`src/rtl/seg_arb_pkg.sv`:
```
// Shared types, constants and the display clamp for the seven-segment arbiter.
// Latency: none (declarations only).
// Backpressure: none.
package seg_arb_pkg;

  typedef enum logic [1:0] {
    IDLE = 2'd0,
    HOLD = 2'd1,
    OWN  = 2'd2
  } state_t;

  localparam logic [15:0] MAX_DISPLAY = 16'd9999;
  localparam int          SRC_W       = 2;

  // The display has four decimal digits, so anything above 9999 saturates.
  function automatic logic [15:0] clamp(input logic [15:0] v);
    return (v > MAX_DISPLAY) ? MAX_DISPLAY : v;
  endfunction

endpackage

```
`src/rtl/seg_arb_prio_enc.sv`:
```
// Lowest-index-first priority encoder over req & mask.
// Latency: combinational.
// Backpressure: none.
// Ports: req/mask (NUM_REQ bits) in; found (any masked request) and index out.
module seg_arb_prio_enc
  import seg_arb_pkg::*;
#(
  parameter int NUM_REQ = 3
) (
  input  logic [NUM_REQ-1:0] req,
  input  logic [NUM_REQ-1:0] mask,
  output logic               found,
  output logic [SRC_W-1:0]   index
);

  logic [NUM_REQ-1:0] cand;

  assign cand  = req & mask;
  assign found = |cand;

  // Scan from the top down so the lowest set index is the last one written.
  always_comb begin
    index = '0;
    for (int i = NUM_REQ - 1; i >= 0; i--) begin
      if (cand[i]) index = SRC_W'(i);
    end
  end

endmodule

```
`src/rtl/seg_display_arbiter.sv`:
```
// Fixed-priority owner of the 4-digit display with a minimum grant hold time.
// Latency: 1 clock from req/req_value to grant/displayed_number; all outputs registered.
// Backpressure: none; losing requesters simply wait while their req stays high.
// Ports: clock_100Mhz, reset_n (async, active-low), req/req_value in;
//        grant (one-hot), active_src, busy, displayed_number out.
module seg_display_arbiter
  import seg_arb_pkg::*;
#(
  parameter int          NUM_REQ     = 3,
  parameter int          HOLD_CYCLES = 100_000_000,
  parameter logic [15:0] IDLE_VALUE  = 16'd0
) (
  input  logic                   clock_100Mhz,
  input  logic                   reset_n,
  input  logic [NUM_REQ-1:0]     req,
  input  logic [16*NUM_REQ-1:0]  req_value,
  output logic [NUM_REQ-1:0]     grant,
  output logic [SRC_W-1:0]       active_src,
  output logic                   busy,
  output logic [15:0]            displayed_number
);

  localparam int              CNT_W     = (HOLD_CYCLES > 1) ? $clog2(HOLD_CYCLES) : 1;
  localparam logic [CNT_W-1:0] HOLD_LOAD = CNT_W'(HOLD_CYCLES - 1);

  state_t             state_q, state_d;
  logic [CNT_W-1:0]   cnt_q, cnt_d;

  logic [15:0]        clamped [NUM_REQ];
  logic [NUM_REQ-1:0] all_mask, pre_mask;
  logic               any_found, pre_found;
  logic [SRC_W-1:0]   any_idx, pre_idx;
  logic               owner_req;

  // Decisions handed from the next-state logic to the output logic.
  logic               take;
  logic [SRC_W-1:0]   take_idx;
  logic               drop;

  logic [NUM_REQ-1:0] grant_d;
  logic [SRC_W-1:0]   src_d;
  logic [15:0]        disp_d;

  always_comb begin
    for (int i = 0; i < NUM_REQ; i++) begin
      clamped[i] = clamp(req_value[16*i +: 16]);
    end
  end

  // Preemption only considers requesters strictly more important than the owner.
  always_comb begin
    all_mask = '1;
    pre_mask = '0;
    for (int i = 0; i < NUM_REQ; i++) begin
      pre_mask[i] = (SRC_W'(i) < active_src);
    end
  end

  seg_arb_prio_enc #(.NUM_REQ(NUM_REQ)) u_enc_any (
    .req   (req),
    .mask  (all_mask),
    .found (any_found),
    .index (any_idx)
  );

  seg_arb_prio_enc #(.NUM_REQ(NUM_REQ)) u_enc_pre (
    .req   (req),
    .mask  (pre_mask),
    .found (pre_found),
    .index (pre_idx)
  );

  assign owner_req = req[active_src];

  // State register.
  always_ff @(posedge clock_100Mhz or negedge reset_n) begin
    if (!reset_n) begin
      state_q <= IDLE;
      cnt_q   <= '0;
    end else begin
      state_q <= state_d;
      cnt_q   <= cnt_d;
    end
  end

  // Next-state logic.
  always_comb begin
    state_d  = state_q;
    cnt_d    = cnt_q;
    take     = 1'b0;
    take_idx = any_idx;
    drop     = 1'b0;
    case (state_q)
      IDLE: begin
        if (any_found) begin
          take    = 1'b1;
          state_d = HOLD;
          cnt_d   = HOLD_LOAD;
        end
      end
      HOLD: begin
        if (cnt_q != '0) begin
          cnt_d = cnt_q - 1'b1;
        end else if (!any_found) begin
          drop    = 1'b1;
          state_d = IDLE;
        end else if (any_idx == active_src) begin
          state_d = OWN;
        end else begin
          take  = 1'b1;
          cnt_d = HOLD_LOAD;
        end
      end
      OWN: begin
        if (pre_found) begin
          take     = 1'b1;
          take_idx = pre_idx;
          state_d  = HOLD;
          cnt_d    = HOLD_LOAD;
        end else if (!owner_req) begin
          // Nothing above the owner is asking, so any winner here ranks below it.
          if (!any_found) begin
            drop    = 1'b1;
            state_d = IDLE;
          end else begin
            take    = 1'b1;
            state_d = HOLD;
            cnt_d   = HOLD_LOAD;
          end
        end
      end
      default: state_d = IDLE;
    endcase
  end

  // Output logic (next values of the registered outputs).
  always_comb begin
    grant_d = grant;
    src_d   = active_src;
    disp_d  = displayed_number;
    if (drop) begin
      grant_d = '0;
      src_d   = '0;
      disp_d  = IDLE_VALUE;
    end else if (take) begin
      grant_d = NUM_REQ'(1) << take_idx;
      src_d   = take_idx;
      disp_d  = clamped[take_idx];
    end else if ((state_q != IDLE) && owner_req) begin
      // A silent owner leaves the last value frozen on the display.
      disp_d = clamped[active_src];
    end
  end

  always_ff @(posedge clock_100Mhz or negedge reset_n) begin
    if (!reset_n) begin
      grant            <= '0;
      active_src       <= '0;
      busy             <= 1'b0;
      displayed_number <= IDLE_VALUE;
    end else begin
      grant            <= grant_d;
      active_src       <= src_d;
      busy             <= |grant_d;
      displayed_number <= disp_d;
    end
  end

endmodule

```
`config.mk`:
```
export PLATFORM = sky130hd
export DESIGN_NAME = seg_display_arbiter
export DESIGN_NICKNAME = d
export VERILOG_FILES = /design/src/rtl/seg_arb_pkg.sv /design/src/rtl/seg_arb_prio_enc.sv /design/src/rtl/seg_display_arbiter.sv
export SDC_FILE = /design/constraint.sdc
export NUM_CORES = 1
export LEC_CHECK = 0
export BUFFER_PORTS_ARGS = -buffer_cell sky130_fd_sc_hd__buf_2
export CAP_MARGIN = 10
export CORE_ASPECT_RATIO = 1.25
export CORE_MARGIN = 2
export CORE_UTILIZATION = 50
export DETAILED_ROUTE_END_ITERATION = 6
export PLACE_DENSITY = 0.74
export SYNTH_ARGS = -nofsm -noshare
export SYNTH_HDL_FRONTEND = slang
export SYNTH_SLANG_ARGS = --single-unit
```
`constraint.sdc`:
```
create_clock -name clock_100Mhz -period 2.76 [get_ports clock_100Mhz]
set_clock_uncertainty 0.2 [all_clocks]
set_input_delay 0.552 -clock clock_100Mhz [delete_from_list [all_inputs] [get_ports clock_100Mhz]]
set_output_delay 0.552 -clock clock_100Mhz [all_outputs]
set_load 0.005 [all_outputs]
```
==> qor.csv, run 1 <==
metric;value;unit
outcome;finished clean;
synth_xor_xnor_area_share;0.2066;%
drt-initial-drc-count;353;
num_antenna_cells;0;
largest_net_degree_at_the_start_of_global_routing;30;
h_tree_lvl_count;2;
synth.avg_cell_area;7.938;um^2
postRouteAntennaNets;0;
crit_path_start_kind;register;
synthesis.instances;534;
global_route.overflow_total;0;
post_drt_wl_per_cell;19.47;um
max_clock_freq;373.2;MHz
dpl_cell_area;4959;um^2
die_area;9235;um^2
worstSkewPairLatency;0.33;ns
reg2reg_from;cnt_q[19];
final_cell_area;5122;um^2
synth_cell_types;82;
synth_top_family_by_area;compound AO/OA/AOI/OAI gates;
pwr-share-comb;62.5;%
fp.coreArea;8240;um^2
critical_path_required;2.78;ns
worst_r2r_endpoint;cnt_q[24];
worstSetupPathType;register to register;
syn_nets;593;
design.final.nets;693;
timing.max_slew.rel_slack;63.83;%
final_period_minus_worst_setup_slack;2.680;ns
yosys.cell_count.top_type;nor2_1;
die_width;86.36;um
floorplan.initialDensity;51.44;%
synth.top_cell.area_share;30.11;%
cell_internal_pwr;2.685;mW
cts_root_buf;clkbuf_8;
drc;0;
via_count_of_the_first_global_routing_pass;4865;
met1_length;5368;um
clockBufferDepth;2;
ys_top_cells_by_count;nor2_1, dfrtp_1, a21oi_1, o21ai_0, nand2_1;
tritoncts.num_buffers;5;
detail_route.wirelength;14260;um
synth.top_cells.by_area;dfrtp_1, a21oi_1, nor2_1, o21ai_0, nor3_1;
hold_crit_start;cnt_q[15];
worst_ep_arrival_time;2.70;ns
clk_pin_slew;0.11;ns
gp_routability_congestion;0.9966;
1st_pass_router_iterations;5;
netlist.top_cell.by_area;dfrtp_1;
muxShareOfSynthArea;1.948;%
port_buffers;74;
seqCellArea;1277;um^2
detailedPlace.worstSlack;0.008696;ns
met2_wirelength;7347;um
synthArstFlopShare;100.0;%
ys.warnings.count;0;
cp-end-kind;register;
worst_hold_path_type;register to register;
area_of_the_multi_input_gates;2774;um^2
p_leak;2.180;nW
power.clock.fraction;11.2;%
worstHoldPathCells;1;
final_number_of_hold_violating_endpoints;0;
synth_compound_area_share;32.26;%
setup_ws;0.08024;ns
fill_cells;767;
cellPowerDensity;982.5;nW/um^2
drive_above_1_share;25.51;%
final-max-slew-violation-count;0;
tightestPinTransition;0.5289;ns
detailed_place_hpwl;10870;um
power.share.switching;46.66;%
tritoncts;yes;
rows;37;
ys.flop_type;dfrtp_1;
grt_antenna_before_repair;0;
netSwitchingPower;2.348;mW
global_route.usage.total;30.77;%
die_height;106.9;um
portion_of_the_post_synthesis_area_used_by_sequential_elements;30.11;%
cts_sinks;51;
power.share.sequential;26.2;%
met3WireLength;949;um
crit_path_max_fanout;3;
ioPinCount;75;
timing.reg2reg.setup_slack;0.08;ns
rsz_0062_raised_after_global_routing;no;
totalNegativeSetupSlack;0;ns
synth-edff-count;0;
synthAdderAreaFrac;1.771;%
yosys_register_bits;51;
synth_simple_gate_area_share;28.45;%
grt_first_pass_wirelength;22860;um
vias;5001;
syn_to_final_growth;20.84;%
worstRegToRegCells;6;
setup_violations;0;
route.detailed.vias_per_inst;6.832;
ir_drop;0.4274;mV
post_synth_instance_area;4239;um^2
min_period_over_period;97.09;%
max_cap_viol_count;0;
dr.max_layer_used;met4;
holdPathEnd;cnt_q[15];
-- cell families after synthesis --
| family | Yosys count |
|---|---|
| AOI/OAI and AO/OA | 200 |
| xor gates and xnor gates | 1 |
| adders and majority gates | 6 |
| buffers and inverters | 49 |
| DFF | 51 |
| muxes | 8 |
| and+or+nand+nor | 219 |
-- stage by stage --
stage               hold slack (ns)  std cells  total power, mW  util, %
floorplan                   0.05641        534            3.329        -
global placement             0.2933        723            4.283    60.17
detailed placement           0.2964        723            4.376    60.17
CTS                          0.3218        732            4.953    61.69
global route                 0.3463        732            5.389    62.16
finish                       0.3307        732            5.033    62.16
-- cells in the final DEF (no fill, tap or decap), types with 4 or more instances in the layout --
| cell type | count |
|---|---|
| o22ai_1 | 14 |
| a31oi_1 | 5 |
| and3_1 | 10 |
| mux2i_1 | 6 |
| buf_2 | 74 |
| nand3_1 | 15 |
| inv_1 | 14 |
| nand2b_1 | 8 |
| o21a_1 | 6 |
| nand4_1 | 8 |
| o32ai_1 | 10 |
| a2bb2oi_1 | 5 |
| dfrtp_1 | 50 |
| nand3b_1 | 5 |
| a21oi_1 | 44 |
| nor3_1 | 26 |
| or2_2 | 4 |
| nor4_1 | 15 |
| o31ai_1 | 5 |
| o221ai_1 | 7 |
| nor2b_1 | 5 |
| a221oi_1 | 4 |
| ha_1 | 6 |
| nand2_1 | 33 |
| a21o_1 | 6 |
| buf_4 | 52 |
| or4_1 | 5 |
| o21ai_1 | 6 |
| o41ai_1 | 5 |
| o21ai_0 | 39 |
| nor2_1 | 54 |
| a22oi_1 | 4 |
| or3_1 | 4 |
| clkbuf_8 | 5 |
-- flip-flops by register name (all words and copies together), names as in the netlist --
signal	cells
active_src	2
grant	3
state_q	2
displayed_number	16
cnt_q	27
busy	1
-- power by group through the flow --
stage	logic (mW)	clock network, mW	registers, mW
5_1_grt	3.42	0.609	1.36
4_1_cts	3.07	0.573	1.31
6_report	3.15	0.566	1.32
3_5_place_dp	3.06	0	1.32
3_3_place_gp	2.98	0	1.31
2_1_floorplan	2.06	0	1.27
-- metal layers --
metal  vias to the layer above  GRT usage (%)
met3                        49          4.234
met1                      2376          34.76
met4                         0          17.97
met5                         -              0
li1                       2277              -
met2                       299          54.29
-- area by class of cell --
cell class                 instances  area share, %
clock inverter                     3         0.9038
multi-input combinational        434          54.15
timing repair buffer             128          15.27
clock buffer                       5          1.343
sequential                        51          24.94
tap                               97          2.369
inverter                          14          1.026
-- worst max-delay path, cell delays in order (launching register included) --
cell and delay [ns]:
dfrtp_1 0.39, or4_4 0.53, or3_4 0.35, o311a_1 0.33, or4_4 0.49, a211oi_2 0.22
nor2_1 0.06
-- worst max-delay path by stage --
stage | slack (ns) | cells past startpoint | endpoint | startpoint
after floorplan | 0.03 | 7 | cnt_q[24] | cnt_q[18]
after global placement | 0.07 | 7 | displayed_number[9] | req_value[23]
after detailed placement | 0.009 | 8 | displayed_number[14] | req[1]
after CTS | 0.05 | 6 | cnt_q[24] | cnt_q[19]
after global routing | 0.01 | 8 | cnt_q[23] | cnt_q[9]
final | 0.08 | 6 | cnt_q[24] | cnt_q[19]
-- what timing repair did --
action / in CTS / in global routing
endpoints found under the hold margin: 7 / 0
setup buffers: 0 / 0
hold buffers: 1 / 0
setup endpoints to repair: 0 / 21
gates resized for setup: 0 / 7
(Power assumes the default switching activity.)
==> inputs of run 2 (changes only) <==
- PLACE_DENSITY: 0.74 -> 0.75
- SYNTH_HIERARCHICAL: unset -> 1
==> run 2 against run 1 <==
Compared with the run above: synthesized area down 7.1%; highest routed layer unchanged; first-iteration DRC count grew 11%; cell count rose by 3.8%.
==> qor.csv, run 2 <==
metric;value;unit
syn_to_final_growth;35.66;%
final_period_minus_worst_setup_slack;2.714;ns
ioPinCount;75;
ir_drop;0.4953;mV
flip_flop_count_of_the_largest_register_after_layout;27;
yosys_register_bits;51;
tritoncts;yes;
netSwitchingPower;2.466;mW
synth_cell_types;66;
crit_path_start_kind;register;
cp-end-kind;register;
ys.warnings.count;6;
drc;0;
layout_common_cells;buf_4, buf_2, nor2_1, nand2_1, dfrtp_1;
cell_internal_pwr;2.834;mW
path_delay_family;simple AND/OR/NAND/NOR gates;
postRouteAntennaNets;0;
area_of_the_multi_input_gates;2655;um^2
route.detailed.vias_per_inst;6.522;
cts_sinks;51;
post_synth_instance_area;3936;um^2
detail_route.wirelength;14370;um
crit_path_max_fanout;8;
drive_above_1_share;33.23;%
worstRegToRegCells;7;
synth.top_cell.area_share;32.42;%
register_with_the_most_flip_flops;cnt_q;
holdWs;0.1006;ns
design.final.nets;723;
tritoncts.num_buffers;5;
max_clock_freq;368.4;MHz
critical_path_required;2.78;ns
die_area;8603;um^2
worst_r2r_endpoint;displayed_number[0];
cellPowerDensity;992.4;nW/um^2
max_cap_viol_count;0;
critical_path.slowest_cell;or4_4;
critPathBufInv;1;
worstSetupStartpoint;cnt_q[6];
critPathMostFrequentCell;or3_4;
rows;36;
h_tree_lvl_count;2;
fill_cells;665;
synth.avg_cell_area;7.841;um^2
tightestPinTransition;0.7785;ns
floorplan.initialDensity;51.10;%
min_period_over_period;98.34;%
top_regs;cnt_q: 27 flops, displayed_number: 16 flops, grant: 3 flops;
worst_hold_path_type;input port to asynchronous set/reset pin;
worst_ep_arrival_time;2.73;ns
critical_path.cell_chain;or4_4 > or3_4 > or3_4 > a211oi_4 > buf_6 > nor2_4 > a22o_1;
ys.flop_type;dfrtp_1;
cts-hold-fix-buffers;0;
drt-initial-drc-count;393;
global_route.usage.total;33.44;%
timing.reg2reg.setup_slack;0.05;ns
portion_of_the_post_synthesis_area_used_by_sequential_elements;32.42;%
clk_pin_slew;0.10;ns
netlist.top_cell.by_area;dfrtp_1;
final_number_of_hold_violating_endpoints;0;
timing.max_slew.rel_slack;48.10;%
power.clock.fraction;8.4;%
cts_root_buf;clkbuf_8;
1st_pass_router_iterations;5;
synthArstFlopShare;100.0;%
clockBufferDepth;2;
fp.coreArea;7702;um^2
outcome;finished clean;
pwr-share-comb;68.3;%
grt_antenna_before_repair;0;
die_width;83.36;um
worstSetupPathType;register to register;
synth-edff-count;0;
yosys.cell_count.top_type;nor2_1;
grt_first_pass_wirelength;23170;um
port_buffers;74;
critical_path_cell_count;7;
num_antenna_cells;0;
ys_top_cells_by_count;nor2_1, nand2_1, dfrtp_1, o21ai_0, a21oi_1;
synthesis.instances;502;
setup_violations;0;
post_drt_wl_per_cell;18.91;um
final-max-slew-violation-count;0;
power.share.sequential;23.4;%
cp_slowest_stage_delay;0.54;ns
die_height;103.2;um
seqCellArea;1276;um^2
synth.top_cells.by_area;dfrtp_1, nor2_1, nand2_1, o21ai_0, a21oi_1;
detailed_place_hpwl;11190;um
gp_routability_congestion;0.9554;
reg2reg_from;cnt_q[6];
p_leak;2.343;nW
largest_net_degree_at_the_start_of_global_routing;34;
mostFrequentLayoutCell;buf_4;
vias;4957;
power.share.switching;46.53;%
final_core_util;69.33;%
worstSkewPairLatency;0.32;ns
global_route.overflow_total;0;
via_count_of_the_first_global_routing_pass;4864;
==> run 2: final cells by class <==
type	instances	area share [%]
multi-input combinational	418	49.72
sequential	51	23.90
timing repair buffer	175	21.60
tap	95	2.226
clock buffer	5	1.289
inverter	14	1.007
clock inverter	2	0.2577
==> run 2: power by group through the flow <==
stage / Sequential (mW) / Clock, mW / Combinational (mW)
2_1_floorplan: 1.26 / 0 / 2.05
3_3_place_gp: 1.24 / 0 / 3.31
3_5_place_dp: 1.24 / 0 / 3.39
4_1_cts: 1.23 / 0.449 / 3.44
5_1_grt: 1.28 / 0.474 / 3.96
6_report: 1.24 / 0.444 / 3.62
==> run 2: stage by stage <==
stage | instance area (um^2) | setup TNS [ns] | cells | power, mW | setup WS [ns]
after floorplan | 3993 | -0.2545 | 506 | 3.307 | -0.02524
after global placement | 5094 | -1.226 | 747 | 4.549 | -0.1320
after detailed placement | 5094 | -1.333 | 747 | 4.629 | -0.09742
after CTS | 5224 | 0 | 755 | 5.124 | 0.01346
after global routing | 5340 | -0.02834 | 760 | 5.707 | -0.02361
final | 5340 | 0 | 760 | 5.300 | 0.04584
==> run 2: how the worst max path moves through the flow <==
stage          slack, ns             endpoint
2_1_floorplan      -0.03  displayed_number[0]
3_3_place_gp       -0.13             cnt_q[7]
3_5_place_dp        -0.1            cnt_q[24]
4_1_cts             0.01             cnt_q[9]
5_1_grt            -0.02                 busy
6_report            0.05  displayed_number[0]
==> run 2: kinds of logic (layout without fill, tap and decap cells) <==
family	Yosys count	after routing	synth area share (%)
compound gates	182	182	32.71
xor+xnor	3	3	0.6676
fa+ha+maj	5	5	1.589
buf+inv	37	196	3.910
flops	51	51	32.42
mux	7	7	1.907
other cells	1	5	0.09527
simple gates	216	216	26.70
==> run 2: metal layers <==
| layer | GRT usage (%) | share of wire, % | vias up |
|---|---|---|---|
| li1 | - | - | 2278 |
| met1 | 36.31 | 36 | 2280 |
| met2 | 61.10 | 50 | 312 |
| met3 | 3.651 | 7.1 | 87 |
| met4 | 24.72 | 7.2 | 0 |
| met5 | 0 | 0 | - |
==> run 2: timing repair <==
item,CTS,global route
buffers inserted,1,4
gates resized for setup,8,19
pin swaps,2,5
setup endpoints to repair,24,38
cloned,0,1
endpoints found under the hold margin,0,0
